File: src/rtl/uart_arb_pkg.sv
// rtl/uart_arb_pkg.sv - shared types and defaults for the UART TX arbiter
package uart_arb_pkg;

  typedef enum logic [2:0] {
    IDLE,
    ARB,
    LOAD,
    WAIT_BUSY,
    WAIT_DONE
  } arb_state_e;

  localparam int DEFAULT_DATA_WIDTH     = 8;
  localparam int DEFAULT_TIMEOUT_CYCLES = 4800000;

  // Pointer width for an n-entry round-robin, never narrower than one bit.
  function automatic int ptr_width(input int n);
    return (n > 1) ? $clog2(n) : 1;
  endfunction

endpackage

File: src/rtl/rr_pick.sv
// rtl/rr_pick.sv - combinational round-robin picker: first valid index at or after ptr
module rr_pick
  import uart_arb_pkg::*;
#(
  parameter int N  = 2,
  parameter int PW = ptr_width(N)
) (
  input  logic [N-1:0]  valid,
  input  logic [PW-1:0] ptr,
  output logic [N-1:0]  pick,
  output logic          any
);

  logic [PW:0] idx;

  always_comb begin
    pick = '0;
    any  = 1'b0;
    idx  = '0;
    for (int k = 0; k < N; k++) begin
      idx = {1'b0, ptr} + (PW+1)'(k);
      if (idx >= (PW+1)'(N)) idx = idx - (PW+1)'(N);
      if (!any && valid[idx[PW-1:0]]) begin
        pick[idx[PW-1:0]] = 1'b1;
        any               = 1'b1;
      end
    end
  end

endmodule

File: src/rtl/uart_tx_arbiter.sv
// rtl/uart_tx_arbiter.sv - round-robin, packet-locked sharing of one UART transmitter
// Optional idle-owner forced release: UART_ARB_TIMEOUT_EN
module uart_tx_arbiter
  import uart_arb_pkg::*;
#(
  parameter int NUM_REQ        = 2,
  parameter int DATA_WIDTH     = DEFAULT_DATA_WIDTH,
  parameter int TIMEOUT_CYCLES = DEFAULT_TIMEOUT_CYCLES
) (
  input  logic                          clk_48mhz,
  input  logic                          reset_n,
  input  logic [NUM_REQ-1:0]            req_valid,
  input  logic [NUM_REQ*DATA_WIDTH-1:0] req_data,
  input  logic [NUM_REQ-1:0]            req_last,
  output logic [NUM_REQ-1:0]            req_ready,
  output logic [NUM_REQ-1:0]            grant,
  output logic                          tx_start,
  output logic [DATA_WIDTH-1:0]         tx_data,
  input  logic                          tx_busy,
  output logic                          timeout_flag
);

  localparam int PW = ptr_width(NUM_REQ);

  if (NUM_REQ < 2 || NUM_REQ > 8 || TIMEOUT_CYCLES < 1) begin : g_param_check
    $error("uart_tx_arbiter: unsupported parameter values");
  end

  arb_state_e            state_q, state_d;
  logic [NUM_REQ-1:0]    grant_q, grant_d;
  logic [NUM_REQ-1:0]    req_ready_q, req_ready_d;
  logic [PW-1:0]         owner_q, owner_d;
  logic [PW-1:0]         rr_ptr_q, rr_ptr_d;
  logic                  lock_q, lock_d;
  logic                  tx_start_q, tx_start_d;
  logic [DATA_WIDTH-1:0] tx_data_q, tx_data_d;

  logic [NUM_REQ-1:0]    pick;
  logic                  pick_any;
  logic [PW-1:0]         pick_idx;
  logic [PW-1:0]         sel_idx;
  logic                  sel_valid;

`ifdef UART_ARB_TIMEOUT_EN
  localparam int TO_W = $clog2(TIMEOUT_CYCLES + 1);
  logic [TO_W-1:0] to_cnt_q, to_cnt_d;
  logic            timeout_flag_q, timeout_flag_d;
`endif

  function automatic logic [PW-1:0] ptr_after(input logic [PW-1:0] i);
    return (i == PW'(NUM_REQ - 1)) ? '0 : i + 1'b1;
  endfunction

  rr_pick #(.N(NUM_REQ), .PW(PW)) u_rr_pick (
    .valid (req_valid),
    .ptr   (rr_ptr_q),
    .pick  (pick),
    .any   (pick_any)
  );

  always_comb begin
    pick_idx = '0;
    for (int i = 0; i < NUM_REQ; i++) begin
      if (pick[i]) pick_idx = PW'(i);
    end
  end

  always_comb begin
    state_d     = state_q;
    grant_d     = grant_q;
    owner_d     = owner_q;
    lock_d      = lock_q;
    rr_ptr_d    = rr_ptr_q;
    tx_start_d  = 1'b0;
    req_ready_d = '0;
    tx_data_d   = tx_data_q;
    // A locked owner is the only candidate; nobody else may cut in mid-packet.
    sel_idx     = lock_q ? owner_q : pick_idx;
    sel_valid   = lock_q ? req_valid[owner_q] : pick_any;

    unique case (state_q)
      IDLE: begin
        if (!tx_busy && (|req_valid)) state_d = ARB;
      end
      ARB: begin
        if (sel_valid) begin
          owner_d          = sel_idx;
          grant_d          = '0;
          grant_d[sel_idx] = 1'b1;
          // Byte is captured here so start, data and ready all appear together in LOAD.
          lock_d           = !req_last[sel_idx];
          if (req_last[sel_idx]) rr_ptr_d = ptr_after(sel_idx);
          tx_data_d              = req_data[sel_idx*DATA_WIDTH +: DATA_WIDTH];
          tx_start_d             = 1'b1;
          req_ready_d[sel_idx]   = 1'b1;
          state_d                = LOAD;
        end else begin
          state_d = IDLE;
        end
      end
      LOAD: begin
        state_d = WAIT_BUSY;
      end
      WAIT_BUSY: begin
        if (tx_busy) state_d = WAIT_DONE;
      end
      WAIT_DONE: begin
        if (!tx_busy) begin
          if (!lock_q) grant_d = '0;
          state_d = IDLE;
        end
      end
      default: state_d = IDLE;
    endcase

`ifdef UART_ARB_TIMEOUT_EN
    to_cnt_d       = to_cnt_q;
    timeout_flag_d = timeout_flag_q;
    if (state_q == LOAD) begin
      to_cnt_d = '0;
    end else if (lock_q && (state_q == IDLE || state_q == ARB) && !req_valid[owner_q]) begin
      if (to_cnt_q == TO_W'(TIMEOUT_CYCLES - 1)) begin
        to_cnt_d       = '0;
        lock_d         = 1'b0;
        grant_d        = '0;
        rr_ptr_d       = ptr_after(owner_q);
        timeout_flag_d = 1'b1;
        state_d        = IDLE;
      end else begin
        to_cnt_d = to_cnt_q + 1'b1;
      end
    end
`endif
  end

  always_ff @(posedge clk_48mhz) begin
    if (!reset_n) begin
      state_q     <= IDLE;
      grant_q     <= '0;
      owner_q     <= '0;
      lock_q      <= 1'b0;
      rr_ptr_q    <= '0;
      tx_start_q  <= 1'b0;
      req_ready_q <= '0;
      tx_data_q   <= '0;
    end else begin
      state_q     <= state_d;
      grant_q     <= grant_d;
      owner_q     <= owner_d;
      lock_q      <= lock_d;
      rr_ptr_q    <= rr_ptr_d;
      tx_start_q  <= tx_start_d;
      req_ready_q <= req_ready_d;
      tx_data_q   <= tx_data_d;
    end
  end

`ifdef UART_ARB_TIMEOUT_EN
  always_ff @(posedge clk_48mhz) begin
    if (!reset_n) begin
      to_cnt_q       <= '0;
      timeout_flag_q <= 1'b0;
    end else begin
      to_cnt_q       <= to_cnt_d;
      timeout_flag_q <= timeout_flag_d;
    end
  end

  assign timeout_flag = timeout_flag_q;
`else
  assign timeout_flag = 1'b0;
`endif

  assign grant     = grant_q;
  assign req_ready = req_ready_q;
  assign tx_start  = tx_start_q;
  assign tx_data   = tx_data_q;

endmodule

File: config.mk
export PLATFORM = sky130hd
export DESIGN_NAME = uart_tx_arbiter
export DESIGN_NICKNAME = d
export VERILOG_FILES = /design/src/rtl/uart_arb_pkg.sv /design/src/rtl/rr_pick.sv /design/src/rtl/uart_tx_arbiter.sv
export SDC_FILE = /design/constraint.sdc
export NUM_CORES = 1
export LEC_CHECK = 0
export CAP_MARGIN = 20
export CORE_MARGIN = 3
export CORE_UTILIZATION = 42
export CTS_BUF_LIST = sky130_fd_sc_hd__clkbuf_4
export CTS_CLUSTER_SIZE = 10
export DETAILED_ROUTE_END_ITERATION = 8
export PLACE_DENSITY = 0.8
export SYNTH_ARGS = -nofsm -noshare
export SYNTH_HDL_FRONTEND = slang
export SYNTH_SLANG_ARGS = --single-unit
File: constraint.sdc
create_clock -name clk_48mhz -period 2 [get_ports clk_48mhz]
set_input_delay 0.2 -clock clk_48mhz [delete_from_list [all_inputs] [get_ports clk_48mhz]]
set_output_delay 0.2 -clock clk_48mhz [all_outputs]
set_load 0.01 [all_outputs]
# --- After elaboration in Yosys (flattened, before gate mapping) ---
# Index checks and enable logic that the tools add are counted.
op_classes:
  n_addsub: 4
  n_lt_le_gt_ge: 9
  eq_ne: 9
  n_shift: 1
  mux: 34
  bitwise: 1
  reduce_logical: 17
ops:
  columns: ["cell", "count"]
  rows:
  - ["$mux W1", 20]
  - ["$shiftx A16 B5 Y8", 1]
  - ["$pmux W3 S5", 1]
  - ["$mux W2", 6]
  - ["$ne A2 B2 Y1 const B", 5]
  - ["$mux W3", 3]
  - ["$reduce_and A3 Y1", 3]
  - ["$lt A1 B2 Y1 const B", 4]
  - ["$eq A3 B2 Y1 const B", 2]
  - ["$logic_and A1 B1 Y1", 5]
  - ["$pmux W2 S2", 1]
  - ["$reduce_and A2 Y1", 2]
  - ["$reduce_and A4 Y1", 1]
  - ["$demux W1 S1", 3]
  - ["$eq A3 B1 Y1 const B", 1]
  - ["$eq A3 B3 Y1 const B", 1]
  - ["$ge A1 B1 Y1 const B", 3]
  - ["$logic_not A1 Y1", 3]
  - ["$logic_not A3 Y1", 1]
  - ["$add A1 B1 Y2 const B", 1]
  - ["$ge A1 B2 Y1 const B", 1]
  - ["$ge A2 B2 Y1 const B", 1]
  - ["$or A2 B2 Y2", 1]
  - ["$reduce_bool A2 Y1", 1]
  - ["3 further kinds", 4]
totals:
  reg_bits: 19
  in_bits: 23
  wordCells: 83

# --- Logic depth before layout (Yosys ltp) ---
logic_depth:
  ltp_word: 17
  depth_mapped: 5
  depth_no_buf: 4

# --- Modules after synthesis ---
# From an unflattened synthesis, not the netlist that was laid out.
hier_totals:
  hier_cells: 94
  area_unflattened_um2: 905.9
modules_own_cells:
  columns: ["module", "instances", "cells_per_inst", "area_per_inst_um2", "seq_area_each_um2"]
  rows:
  - ["uart_tx_arbiter", 1, 90, 880.8, 380.4]
  - ["rr_pick", 1, 4, 25.0, 0.0]

# --- Worst setup path before layout ---
# OpenSTA, ideal clock, no wires.
synth_path:
  path_kind: "register -> register"
  start: "reg lock_q"
  end: "reg tx_data_q[2] (netlist: tx_data[2])"
  setup_time_ps: 119
  arrival_ps: 1282
  setup_slack_ps: 598
  path_stages_with_launch: 6
  cell_sequence: "dfxtp_1 nor2b_1 a22oi_2 buf_2 mux2i_1 a21oi_1"
synth_via:
  elab_chain_cells: 2
synth_rtl:
  columns: ["element", "line_no", "text"]
  rows:
  - ["start: declaration", "uart_tx_arbiter.sv:34", "logic lock_q, lock_d;"]
  - ["start signal: assignment", "uart_tx_arbiter.sv:150", "lock_q <= lock_d;"]
  - ["$mux W1, on equally long branches", "uart_tx_arbiter.sv:78, uart_tx_arbiter.sv:79", null]
  - ["$shiftx A16 B5 Y8 / $reduce_and A2 Y1 (equally long branches)", null, null]
  - ["end signal: assignment", "uart_tx_arbiter.sv:154", "tx_data_q <= tx_data_d;"]
  - ["end: declaration", "uart_tx_arbiter.sv:36", "logic [DATA_WIDTH-1:0] tx_data_q, tx_data_d;"]
# Several ways; a longest one is shown, not always the timed one.
# A chain may end at the register's enable or synchronous reset.

# --- Final worst setup path ---
layout_path:
  start: "reg owner_q"
  end: "reg lock_q"
layout_via:
  elab_chain_cells: 4
layout_rtl:
  columns: ["element", "line_no", "text"]
  rows:
  - ["start: declaration", "uart_tx_arbiter.sv:32", "logic [PW-1:0] owner_q, owner_d;"]
  - ["start signal: assignment", "uart_tx_arbiter.sv:149", "owner_q <= owner_d;"]
  - ["$mux W1, on equally long branches", "uart_tx_arbiter.sv:79, uart_tx_arbiter.sv:78", null]
  - ["$mux W1, on equally long branches (2 in series)", "uart_tx_arbiter.sv:79, uart_tx_arbiter.sv:91", null]
  - ["$reduce_and A2 Y1 (no line) / $logic_not A1 Y1 (equally long branches)", null, null]
# Several ways; a longest one is shown, not always the timed one. The select of a mux whose other input is x is not followed.

==> flow_metrics.tcl <==
set metrics [dict create \
    grt_setup_unrepaired "no" \
    routedWlPerCell_um 12.5 \
    clock_latency_ps 290 \
    netSwitchingFraction 0.258 \
    synth_fp_nets 109 \
    crit_type "reg -> reg" \
    power.density_nw_per_um2 643 \
    drv_cap 0 \
    fin_crit_ps 1600 \
    ant_nets 0 \
    skew_ps 5.02 \
    cts_resized 0 \
    ios 37 \
    ys_types 29 \
    leakage_nw 0.504 \
    place_hpwl_um 1390 \
    antenna_found_initial 0 \
    floorplan.core_area_um2 1800 \
    syn_area_um2 836 \
    synth_ff_type "dfxtp_1" \
    seqPwrFrac 0.534 \
    yosysWarnings 0 \
    nNetsFinal 147 \
    post-place-ws_ps 115 \
    power.share.combinational 0.228 \
    yosys-top-cells-count "dfxtp_1, a21oi_1, mux2i_1" \
    clock_path_buffers 2 \
    port-buffer-count 35 \
    fin_setup_tns_ps 0 \
    syn_to_final_growth_pct 47.3 \
    r2r_setup_slack_ps 400 \
    num-fill-cells 164 \
    ys_async_sr_fraction 0 \
    die_h_um 50.6 \
    clkTransAtPathRegs_ps 100 \
    drc 0 \
    yosysSeqAreaShare 0.455 \
    synth-seq-cells 19 \
    clockPowerShare 0.237 \
    cp_max_fo 27 \
    timing.rr.start "owner_q$_SDFFE_PN0P_" \
    worstReg2RegEnd "lock_q$_SDFFE_PN0P_" \
    final-hold-violation-count 0 \
    worstMarginPinSlew_ps 529 \
    clock_sinks 19 \
    switchingPower_uw 204 \
    intPower_uw 587 \
    cts_tree "yes" \
    hold_class "reg -> reg" \
    grt_max_degree 28 \
    cts_made_buffers 3 \
    syn_avg_cell_area_um2 9.72 \
    worstPathArrival_ps 1820 \
    slew_violations 0 \
    yosysTopAreaCell "dfxtp_1" \
    drt_pass1_iterations 4 \
    required_ps 2220 \
    crit_path_start_kind "flop" \
    ys_top_cells_by_area "dfxtp_1, mux2i_1, a21oi_1" \
    yosys.area.top_type_share 0.455 \
    grt_pass1_vias 763 \
    postCtsSetupBuffers 0 \
    hp-start "grant[0]$_SDFFE_PN0P_" \
    cp-end-kind "flop" \
    start_util 0.464 \
    slew_headroom 0.646 \
    via_per_inst 4.97 \
    drive_above_1_share 0.0894 \
    diodes 0 \
    grt_remaining_overflow 0 \
    r2r_cells 5 \
    finalCritPeriodShare 0.801 \
    dr_total_vias 735 \
    grtUsageTotal 0.165 \
    routed_wl_um 1860 \
    synth_edf_count 0 \
    row_count 15 \
    globalplace.congestion 0.741 \
    grt_pass1_wl_um 3230 \
    cts_hold_buf 0 \
    h-tree-depth 1 \
    die_area_um2 2560 \
    syn_inst 86 \
    die_w_um 50.6 \
    hold_end "grant[0]$_SDFFE_PN0P_" \
    worst_slack_ps 399 \
    outcome "finished clean" \
    multi_input_area_um2 415 \
    regArea_um2 380 \
    yosysMostFrequentCell "dfxtp_1" \
    hold_depth 2 \
    setup_viol 0 \
    vdd_drop_max_uv 463 \
    fmax_mhz 624 \
    drtIter0Drc 8 \
    root_buffer "clkbuf_4" \
]
==> worst max-delay path, stage by stage, from the launching register on <==
cell,delay (ps)
dfxtp_1,420
mux2i_1,140
a2111oi_4,340
buf_4,300
nand2_1,130
o22ai_1,200
==> cells in the final DEF (no fill, tap or decap), types with 2 or more instances in the layout <==
cell type | netlist | routed
nand2b_1 | 3 | 3
buf_4 | 2 | 3
a21oi_1 | 10 | 10
a21boi_0 | 2 | 2
mux2i_1 | 9 | 9
clkbuf_4 | 0 | 3
nor2_1 | 3 | 3
nand2_1 | 7 | 7
o21ai_0 | 8 | 8
clkdlybuf4s50_1 | 0 | 35
dfxtp_1 | 19 | 19
nand3b_1 | 3 | 3
==> power by group through the flow <==
stage / combinational, mW / clock (mW) / sequential (mW)
6_report: 0.181 / 0.188 / 0.423
3_3_place_gp: 0.179 / 0 / 0.430
4_1_cts: 0.183 / 0.195 / 0.423
2_1_floorplan: 0.0817 / 0 / 0.436
3_5_place_dp: 0.181 / 0 / 0.431
5_1_grt: 0.199 / 0.213 / 0.427
==> worst max path at each step <==
| stage | from | end | cells after the start |
|---|---|---|---|
| detailed placement | req_valid[1] | lock_q$_SDFFE_PN0P_ | 6 |
| global route | owner_q$_SDFFE_PN0P_ | tx_data[7]$_SDFFE_PN0P_ | 5 |
| finish | owner_q$_SDFFE_PN0P_ | lock_q$_SDFFE_PN0P_ | 5 |
| global placement | req_valid[0] | lock_q$_SDFFE_PN0P_ | 6 |
| floorplan | lock_q$_SDFFE_PN0P_ | tx_data[2]$_SDFFE_PN0P_ | 5 |
| CTS | owner_q$_SDFFE_PN0P_ | lock_q$_SDFFE_PN0P_ | 5 |
==> logic make-up (layout without fill, tap and decap cells) <==
| group | after synthesis | after routing | synth area share |
|---|---|---|---|
| muxes | 10 | 10 | 0.121 |
| AOI/OAI and AO/OA | 27 | 27 | 0.219 |
| other | 1 | 1 | 0.00449 |
| and+or+nand+nor | 23 | 23 | 0.153 |
| buffers and inverters | 6 | 43 | 0.0479 |
| DFF | 19 | 19 | 0.455 |
==> area by class of cell <==
cell class	instances	area share
tap	25	0.0254
clock buffer	3	0.0183
inverter	1	0.00305
timing repair buffer	38	0.303
sequential	19	0.309
multi-input combinational	61	0.337
clock inverter	1	0.00407
==> flip-flops by register name, indices dropped and copies added (netlist names) <==
signal and flops:
grant 2, lock_q 1, req_ready 2, tx_start 1, tx_data 8, owner_q 1, state_q 3, rr_ptr_q 1
==> layer usage <==
metal,track usage,share of wire
met1,0.204,0.46
met2,0.274,0.47
met3,0.0267,0.043
met4,0.0807,0.019
met5,0,0
==> per-stage QoR <==
stage                     utilization  power [mW]  hold slack (ps)  area (um^2)  cells
after floorplan                     -       0.518              316          836     86
after global placement          0.668       0.608              486         1200    144
after detailed placement        0.668       0.612              498         1200    144
after CTS                       0.683       0.800              512         1230    148
after global routing            0.683       0.839              540         1230    148
final                           0.683       0.791              515         1230    148
Note: power is estimated with default switching activity, not from simulation.
